==> src/rtl/err_pkg.sv <==
// Shared types and constants for the line-error calculator.
// Also holds the 17-bit to 16-bit signed saturation helper.
package err_pkg;

    localparam int unsigned IR_W   = 12;
    localparam int unsigned ERR_W  = 16;
    localparam int unsigned ACC_W  = 17;
    localparam int unsigned N_PAIR = 4;
    localparam int unsigned STEP_W = 3;

    localparam logic [ERR_W-1:0] ERR_MAX = 16'h7FFF;
    localparam logic [ERR_W-1:0] ERR_MIN = 16'h8000;

    typedef enum logic [1:0] {
        IDLE  = 2'd0,
        ACCUM = 2'd1,
        SAT   = 2'd2
    } state_t;

    // |accum| never exceeds 2^16, so the top two bits disagreeing means out of 16-bit range
    function automatic logic [ERR_W-1:0] sat_err(input logic [ACC_W-1:0] a);
        logic [ERR_W-1:0] r;
        if (a[ACC_W-1] != a[ACC_W-2]) begin
            r = a[ACC_W-1] ? ERR_MIN : ERR_MAX;
        end else begin
            r = a[ERR_W-1:0];
        end
        return r;
    endfunction

endpackage

==> src/rtl/err_compute.sv <==
// Weighted right-minus-left line error, one shared add/sub over eight cycles,
// saturated to 16 bits signed and flagged with a one-cycle err_vld pulse.
module err_compute
    import err_pkg::*;
(
    input  logic             clk,
    input  logic             rst,
    input  logic [IR_W-1:0]  IR_R0,
    input  logic [IR_W-1:0]  IR_R1,
    input  logic [IR_W-1:0]  IR_R2,
    input  logic [IR_W-1:0]  IR_R3,
    input  logic [IR_W-1:0]  IR_L0,
    input  logic [IR_W-1:0]  IR_L1,
    input  logic [IR_W-1:0]  IR_L2,
    input  logic [IR_W-1:0]  IR_L3,
    input  logic             IR_vld,
    input  logic             line_present,
    output logic [ERR_W-1:0] error,
    output logic             err_vld,
    output logic             busy,
    output logic             ovr
);

    state_t              r_state;
    state_t              w_state_nxt;

    logic [IR_W-1:0]     w_ir_r [N_PAIR];
    logic [IR_W-1:0]     w_ir_l [N_PAIR];
    logic [IR_W-1:0]     r_snap_r [N_PAIR];
    logic [IR_W-1:0]     r_snap_l [N_PAIR];
    logic                r_snap_lp;

    logic [STEP_W-1:0]   r_step;
    logic [ACC_W-1:0]    r_accum;
    logic [ERR_W-1:0]    r_error;
    logic                r_err_vld;
    logic                r_busy;
    logic                r_ovr;

    logic                w_capture;
    logic                w_acc_en;
    logic                w_sat_en;
    logic                w_drop;
    logic [1:0]          w_pair;
    logic                w_sub;
    logic [ACC_W-1:0]    w_operand;
    logic [ACC_W-1:0]    w_sum;

    assign w_ir_r[0] = IR_R0;
    assign w_ir_r[1] = IR_R1;
    assign w_ir_r[2] = IR_R2;
    assign w_ir_r[3] = IR_R3;
    assign w_ir_l[0] = IR_L0;
    assign w_ir_l[1] = IR_L1;
    assign w_ir_l[2] = IR_L2;
    assign w_ir_l[3] = IR_L3;

    always_ff @(posedge clk) begin
        if (rst) begin
            r_state <= IDLE;
        end else begin
            r_state <= w_state_nxt;
        end
    end

    always_comb begin
        w_state_nxt = r_state;
        case (r_state)
            IDLE:    if (IR_vld) w_state_nxt = ACCUM;
            ACCUM:   if (r_step == 3'd7) w_state_nxt = SAT;
            SAT:     w_state_nxt = IDLE;
            default: w_state_nxt = IDLE;
        endcase
    end

    always_comb begin
        w_capture = 1'b0;
        w_acc_en  = 1'b0;
        w_sat_en  = 1'b0;
        w_drop    = 1'b0;
        case (r_state)
            IDLE: begin
                w_capture = IR_vld;
            end
            ACCUM: begin
                w_acc_en = 1'b1;
                w_drop   = IR_vld;
            end
            SAT: begin
                w_sat_en = 1'b1;
                w_drop   = IR_vld;
            end
            default: begin
                w_capture = 1'b0;
            end
        endcase
    end

    // Shared adder: even steps add R[i]<<i, odd steps subtract L[i]<<i
    assign w_pair    = r_step[2:1];
    assign w_sub     = r_step[0];
    assign w_operand = ACC_W'(w_sub ? r_snap_l[w_pair] : r_snap_r[w_pair]) << w_pair;
    assign w_sum     = r_accum + (w_sub ? ~w_operand : w_operand) + ACC_W'(w_sub);

    always_ff @(posedge clk) begin
        if (rst) begin
            r_step    <= '0;
            r_accum   <= '0;
            r_error   <= '0;
            r_err_vld <= 1'b0;
            r_busy    <= 1'b0;
            r_ovr     <= 1'b0;
            r_snap_lp <= 1'b0;
            for (int i = 0; i < N_PAIR; i++) begin
                r_snap_r[i] <= '0;
                r_snap_l[i] <= '0;
            end
        end else begin
            r_err_vld <= w_sat_en;
            r_busy    <= (w_state_nxt != IDLE);
            if (w_drop) begin
                r_ovr <= 1'b1;
            end
            if (w_capture) begin
                r_snap_lp <= line_present;
                r_accum   <= '0;
                r_step    <= '0;
                for (int i = 0; i < N_PAIR; i++) begin
                    r_snap_r[i] <= w_ir_r[i];
                    r_snap_l[i] <= w_ir_l[i];
                end
            end else if (w_acc_en) begin
                r_accum <= w_sum;
                r_step  <= r_step + 3'd1;
            end
            if (w_sat_en) begin
                r_error <= r_snap_lp ? sat_err(r_accum) : '0;
            end
        end
    end

    assign error   = r_error;
    assign err_vld = r_err_vld;
    assign busy    = r_busy;
    assign ovr     = r_ovr;

endmodule

==> config.mk <==
export PLATFORM = sky130hd
export DESIGN_NAME = err_compute
export DESIGN_NICKNAME = d
export VERILOG_FILES = /design/src/rtl/err_pkg.sv /design/src/rtl/err_compute.sv
export SDC_FILE = /design/constraint.sdc
export NUM_CORES = 1
export LEC_CHECK = 0
export ABC_AREA = 1
export CAP_MARGIN = 20
export CORE_MARGIN = 2
export CORE_UTILIZATION = 35
export DETAILED_ROUTE_END_ITERATION = 12
export DONT_BUFFER_PORTS = 1
export MAX_ROUTING_LAYER = met4
export SYNTH_ARGS = -nofsm -noshare
export SYNTH_HDL_FRONTEND = slang
export SYNTH_SLANG_ARGS = --single-unit
==> constraint.sdc <==
create_clock -name clk -period 12.2 [get_ports clk]
set_clock_uncertainty 0.2 [all_clocks]
set_input_delay 2.44 -clock clk [delete_from_list [all_inputs] [get_ports clk]]
set_output_delay 2.44 -clock clk [all_outputs]
set_load 0.02 [all_outputs]
* Word level (Yosys, flattened, before mapping) *
Memory sizes are Yosys's and may differ from the RTL's. A register that Yosys moved wholly into a read port is not among the register bits.
Cells that the tools add are included.

storage, ports and cells
  memories kept = 2
  register bits after elaboration = 42
  bits in writable memories = 96
  bits of input ports = 100

cells by class
  shift operators = 1
  bitwise logic cells = 9
  add/sub/neg operators = 3
  equality and inequality tests = 4
  muxes and demuxes = 29
  reduce and logical (&&, ||, !) cells = 4

memories
  name      words  bits a word  read ports  clocked after Yosys merged registers in  write ports  line               source
  r_snap_l  4      12           1           1                                        4            err_compute.sv:30  logic [IR_W-1:0] r_snap_l [N_PAIR];
  r_snap_r  4      12           1           1                                        4            err_compute.sv:29  logic [IR_W-1:0] r_snap_r [N_PAIR];

operator list
  kind                                           number
  2-to-1 mux 12 bit                              9
  2-to-1 mux 16 bit                              3
  adder 17 x 1 -> 17 bit                         1
  adder 17 bit                                   1
  2-to-1 mux 17 bit                              1
  inverter 17 bit                                1
  << shifter 12 x 2 -> 17 bit                    1
  2-to-1 mux 2 bit                               6
  2-to-1 mux 1 bit                               9
  bitwise OR 1 bit                               8
  case mux 2 bit (2 select lines)                1
  OR reduction 2 bit                             2
  adder 3 x 1 -> 3 bit, second input constant    1
  == test 3 bit, second input constant           1
  == test 2 x 1 -> 1 bit, second input constant  1
  == test 2 bit, second input constant           1
  zero test 2 bit                                1
  nonzero test 2 bit                             1
  != test 1 bit                                  1

* Longest topological paths before layout *
Gate-level depths: netlist of the first run.

  depth in word-level cells = 6
  gate-level depth with buffers = 24
  gate-level depth less buffers = 23

* Least setup slack after synthesis of the first run *
OpenSTA, ideal clock, no wires.

  path type = input to register
  from = input port IR_vld
  to = memory r_snap_l[0][0] (enable)
  stages on the path = 5
  setup slack = 5.911 ns
  library setup time = 0.498 ns
  data required time = 11.502 ns
  arrival = 5.591 ns
  buffers on the path = 1
  cells stage by stage = nand2_1 > inv_1 > nor2_1 > inv_1 > clkbuf_1

RTL lines
  item         line               source
  from (decl)  err_compute.sv:16  input logic IR_vld,
  to (decl)    err_compute.sv:30

==> impl_metrics.json, run 1 <==
{
  "cpMostUsedCell": "o21ai_0",
  "fin_cells": 1154,
  "cts_max_level": 4,
  "drv_cap": 0,
  "grt_pass1_vias": 5230,
  "syn-instance-count": 896,
  "finalMaxSlewViolations": 0,
  "row_count": 52,
  "post-synth-top-count-cell": "nor2_1",
  "setup.worst_path.start_class": "flop",
  "fillers": 2091,
  "hold_violations": 0,
  "dieArea_um2": 22000,
  "async_flop_share": 0,
  "cts_setup_buffers": 0,
  "cp_max_fo": 49,
  "wl_per_cell_um": 14.1,
  "core_area_um2": 20400,
  "synth.top_cell.area_share": 0.395,
  "setup_tns_ns": 0,
  "grt_max_degree": 97,
  "io_buffers": 0,
  "vias": 5423,
  "powerDensity_nw_per_um2": 148,
  "synth_seq_cells": 140,
  "place_inst": 1125,
  "path_cells": "inv_2 > o21ai_0 > o22ai_1 > nand2_1 > nand2_1 > o21ai_0 > nand2_1 > o21ai_0 > xor2_1 > ha_1 > a21o_1 > nor2_1 > o21ai_0 > a21oi_1 > o21ai_0 > xor2_1 > o21ai_0 > inv_1",
  "cts_root_buffer": "clkbuf_16",
  "viasPerCell": 4.70,
  "wl_um": 16300,
  "grt_setup_unrepaired": "false",
  "p_leak_nw": 3.69,
  "syn_area_um2": 7310,
  "drive_gt1_frac": 0.0452,
  "grtUsageTotal": 0.155,
  "cts_buffer_depth": 2,
  "ant_nets": 0,
  "clkTransAtPathRegs_ns": 0.07,
  "drt_first_iter_violations": 388,
  "final_util": 0.395,
  "grt_pass1_wl_um": 26100,
  "insertion_delay_ns": 0.44,
  "crit_end": "r_accum[14]$_SDFFE_PP0P_",
  "fin_crit_sh": 0.379,
  "worst_pin_slew_ns": 0.996,
  "synth_ff_type": "edfxtp_1",
  "syn_to_final_growth_pct": 10.1,
  "synth_edf_count": 96,
  "gp_congestion": 0.886,
  "yosysSeqAreaShare": 0.515,
  "critPathCaptureType": "flop",
  "finalSetupViolCount": 0,
  "synth_largest_area_cell": "edfxtp_1",
  "maxSlewHeadroom": 0.336,
  "die_w_um": 148,
  "ff2ff_path_depth": 18,
  "worstSetupPathType": "reg2reg",
  "antenna_found_initial": 0,
  "required_ns": 12.32,
  "r2r_end": "r_accum[14]$_SDFFE_PP0P_",
  "slowest_stage": "dfxtp_2",
  "fmax_mhz": 216,
  "yosysUniqueCellTypes": 36,
  "overflow": 0,
  "drc": 0,
  "post-route-min-period_ns": 4.62,
  "cpPeakStageDelay_ns": 0.89,
  "drt_pre_antenna_iters": 4,
  "holdWs_ns": 0.266,
  "syn_avg_cell_area_um2": 8.15,
  "synth_common_cells": "nor2_1, inv_1, nand2_1",
  "dpl_cell_area_um2": 7490,
  "die_y_um": 148,
  "numCtsBuffers": 17,
  "final_area_um2": 8040,
  "synthesis.nets": 1019,
  "hpwl_um": 11200,
  "yosys-top-cells-area": "edfxtp_1, dfxtp_1, nor2_1, inv_1, o21ai_0",
  "ctsResizeCount": 0,
  "io_pins": 119,
  "cts-hold-fix-buffers": 0,
  "worstPathArrival_ns": 4.73,
  "cts.sinks": 140,
  "ys_warn_count": 0,
  "hold_class": "reg2reg",
  "start_util": 0.359,
  "rrSetupSlack_ns": 7.58,
  "layout.nets": 997,
  "cts_tree": "yes",
  "status": "finished, final reports clean",
  "diodes": 0,
  "vdd_drop_max_v": 0.0000893
}
## cells in the final DEF (no fill, tap or decap), types with 18 or more instances in the layout
cell type and count:
a21oi_1 45, xor2_1 21, inv_1 146, nor2_1 187
o22ai_1 21, edfxtp_1 96, dfxtp_1 43, o21ai_0 95
ha_1 22, nand2_1 119, nand3_1 18
## worst max-delay path, delay by kind of cell (launching register included)
kind	cells	cell delay, ns
buffers and inverters	2	0.59
XOR/XNOR	2	0.35
adder cells (fa/ha/maj)	1	0.31
AND/OR/NAND/NOR	4	0.40
flip-flops	1	0.89
AO/OA/AOI/OAI	9	1.74
## cell families (layout without fill, tap and decap cells)
logic type,Yosys count,count (layout),synth area share
simple gates,335,335,0.179
buf+inv,194,182,0.102
compound gates,178,178,0.132
flops,140,140,0.515
xor+xnor,25,25,0.0300
fa+ha+maj,23,23,0.0404
mux,1,1,0.00137
## cell type report
| type | instances | area (µm²) | share of cell area |
|---|---|---|---|
| well taps | 270 | 338 | 0.0420 |
| multi-input cells | 562 | 2800 | 0.348 |
| flip-flops and latches | 140 | 3760 | 0.468 |
| repair buffers | 3 | 22.5 | 0.00280 |
| clock inverters | 10 | 120 | 0.0149 |
| inverters | 150 | 566 | 0.0703 |
| clock buffers | 19 | 433 | 0.0538 |
## routing by layer
layer	GRT usage	vias up	part of all wire	wire [µm]
met5	-	-	0	0
met4	0.0505	0	0.0056	92
met3	0.0331	9	0.047	761
met2	0.243	141	0.46	7450
met1	0.203	2437	0.49	8010
li1	-	2836	-	-
## worst min-delay path by stage
stage                            from                endpoint  slack (ns)  depth (start not counted)
6_report       r_snap_lp$_SDFFE_PP0P_  r_snap_lp$_SDFFE_PP0P_        0.27                          2
5_1_grt        r_snap_lp$_SDFFE_PP0P_  r_snap_lp$_SDFFE_PP0P_        0.29                          2
4_1_cts        r_snap_lp$_SDFFE_PP0P_  r_snap_lp$_SDFFE_PP0P_        0.26                          2
3_5_place_dp   r_snap_lp$_SDFFE_PP0P_  r_snap_lp$_SDFFE_PP0P_        0.25                          2
3_3_place_gp   r_snap_lp$_SDFFE_PP0P_  r_snap_lp$_SDFFE_PP0P_        0.25                          2
2_1_floorplan  r_snap_lp$_SDFFE_PP0P_  r_snap_lp$_SDFFE_PP0P_        0.24                          2
## flip-flops by register name (all words and copies together), names as in the netlist, named ones only
| signal | flops |
|---|---|
| r_accum | 17 |
| busy | 1 |
| r_snap_l | 48 |
| r_step | 3 |
| ovr | 1 |
| err_vld | 1 |
| r_snap_lp | 1 |
| error | 16 |
| r_state | 2 |
| r_snap_r | 48 |
## metrics by stage
stage	setup slack, ns	power (mW)
final	7.58	1.19
after global routing	7.13	1.25
after CTS	7.63	1.20
after detailed placement	7.65	0.705
after global placement	7.69	0.703
after floorplan	5.91	0.673
## power breakdown
group          internal [mW]  total (mW)  switching, mW
combinational         0.0451       0.137         0.0920
sequential             0.544       0.557         0.0134
clock                  0.298       0.498          0.200
total                  0.887        1.19          0.306
No activity file was read; power rests on OpenSTA's default activity.
==> run 2, diff against run 1 <==
clock period = 3.74 ns   (was 12.2 ns; I/O delays follow)
==> run 2 against run 1 <==
Sequential share of layout area down 0.91 points. Cell count up 1.1%. Combinational power rose to 3.4 times the previous value. Fmax up 36%. Non-clock buffer count up 11. Final area up 2.0%. Sequential power rose to 3.3 times the previous value.
==> impl_metrics.json, run 2 (synthesis gave the netlist of run 1 again) <==
{
  "insertion_delay_ns": 0.42,
  "worstSetupPathType": "reg2reg",
  "finalMaxSlewViolations": 0,
  "syn_to_final_growth_pct": 12.3,
  "status": "finished, final reports clean",
  "place_inst": 1136,
  "top_regs": "r_snap_l: 48 flops, r_snap_r: 48 flops, r_accum: 17 flops",
  "cp_max_fo": 18,
  "m1WireLength_um": 7750,
  "cts_buffer_depth": 2,
  "dpl_cell_area_um2": 7610,
  "cts_root_buffer": "clkbuf_16",
  "final_cell_mix": "nor2_1, inv_1, nand2_1",
  "pwr-share-seq": 0.460,
  "overflow": 0,
  "vias": 5544,
  "grt_pass1_vias": 5352,
  "hold_class": "in2reg",
  "core_area_um2": 20400,
  "vdd_drop_max_v": 0.000256,
  "path_cells": "buf_6 > o21ai_0 > o22ai_1 > nand2_1 > nand2_1 > inv_1 > o21ai_0 > o21ai_0 > xor2_1 > ha_1 > a21oi_1 > o21ai_0 > a21oi_2 > o21ai_0 > xor2_1 > o21ai_0 > inv_1",
  "antenna_found_initial": 0,
  "worst_pin_slew_ns": 0.886,
  "grtUsageTotal": 0.160,
  "layout.nets": 1008,
  "hold_violations": 0,
  "drt_first_iter_violations": 386,
  "p_leak_nw": 3.78,
  "diodes": 0,
  "swShare": 0.260,
  "drive_gt1_frac": 0.0635,
  "viasPerCell": 4.75,
  "die_y_um": 148,
  "p_sw_mw": 1.03,
  "gp_congestion": 0.890,
  "internal-power_mw": 2.92,
  "clkTransAtPathRegs_ns": 0.06,
  "ant_nets": 0,
  "cts_max_level": 4,
  "holdWs_ns": 0.194,
  "io_buffers": 0,
  "numCtsBuffers": 17,
  "finalPower_mw": 3.95,
  "worstPathArrival_ns": 3.51,
  "final_area_um2": 8200,
  "cts.sinks": 140,
  "required_ns": 3.85,
  "setup.worst_path.start_class": "flop",
  "wl_met2_um": 7580,
  "fin_crit_sh": 0.909,
  "grt_pass1_wl_um": 26700,
  "crit_family": "compound AO/OA/AOI/OAI gates",
  "drt_pre_antenna_iters": 7,
  "fin_cells": 1167,
  "clock_power_share": 0.423,
  "dr.max_layer_used": "met4",
  "row_count": 52,
  "cpMostUsedCell": "o21ai_0",
  "combPwrFrac": 0.117,
  "hpwl_um": 11700,
  "path_buf_inv": 3,
  "die_w_um": 148,
  "wl_per_cell_um": 14.0,
  "powerDensity_nw_per_um2": 482,
  "fmax_mhz": 294,
  "grt_max_degree": 97,
  "dieArea_um2": 22000,
  "cts_tree": "yes",
  "wl_met3_um": 796,
  "maxSlewHeadroom": 0.410,
  "post-route-min-period_ns": 3.40,
  "slowest_stage": "dfxtp_1",
  "finalSetupViolCount": 0,
  "critPathCaptureType": "flop",
  "io_pins": 119,
  "layout_commonest_cell": "nor2_1",
  "drc": 0,
  "grt_setup_unrepaired": "false",
  "wl_um": 16300,
  "start_util": 0.359,
  "cts-hold-fix-buffers": 0,
  "cts_setup_buffers": 0,
  "setup_tns_ns": 0,
  "cpPeakStageDelay_ns": 0.41,
  "drv_cap": 0,
  "ctsResizeCount": 0
}
## run 2: final cells by class
| type | count | area [µm²] |
|---|---|---|
| fillers | 2075 | 12200 |
| flip-flops and latches | 140 | 3760 |
| multi-input cells | 562 | 2800 |
| inverters | 150 | 568 |
| clock buffers | 17 | 425 |
| well taps | 270 | 338 |
| clock inverters | 14 | 158 |
| repair buffers | 14 | 146 |
## run 2: metal layers
| layer | vias to the layer above | GRT usage |
|---|---|---|
| li1 | 2853 | - |
| met1 | 2526 | 0.209 |
| met2 | 149 | 0.247 |
| met3 | 16 | 0.0405 |
| met4 | 0 | 0.0457 |
| met5 | - | - |
## run 2: power groups by stage
stage	Combinational (mW)	Clock (mW)	Sequential, mW
after floorplan	0.357	0	1.83
after global placement	0.460	0	1.85
after detailed placement	0.462	0	1.85
after CTS	0.466	1.71	1.82
after global routing	0.535	1.78	1.83
final	0.461	1.67	1.82
## run 2: metrics by stage
step            util  setup slack (ns)
2_1_floorplan      -             0.512
5_1_grt        0.403           0.00515
4_1_cts        0.402             0.166
6_report       0.403             0.342
3_3_place_gp   0.374             0.183
3_5_place_dp   0.374             0.180
## run 2: path summary, 6_finish.rpt
path	from	cells past startpoint	endpoint	slack [ns]
setup reg to reg	flop	17	r_accum[14]$_SDFFE_PP0P_	0.34
hold reg to reg	r_snap_lp$_SDFFE_PP0P_	2	r_snap_lp$_SDFFE_PP0P_	0.26
hold / removal	rst	1	error[13]$_SDFFE_PP0P_	0.19
setup / recovery	flop	17	r_accum[14]$_SDFFE_PP0P_	0.34
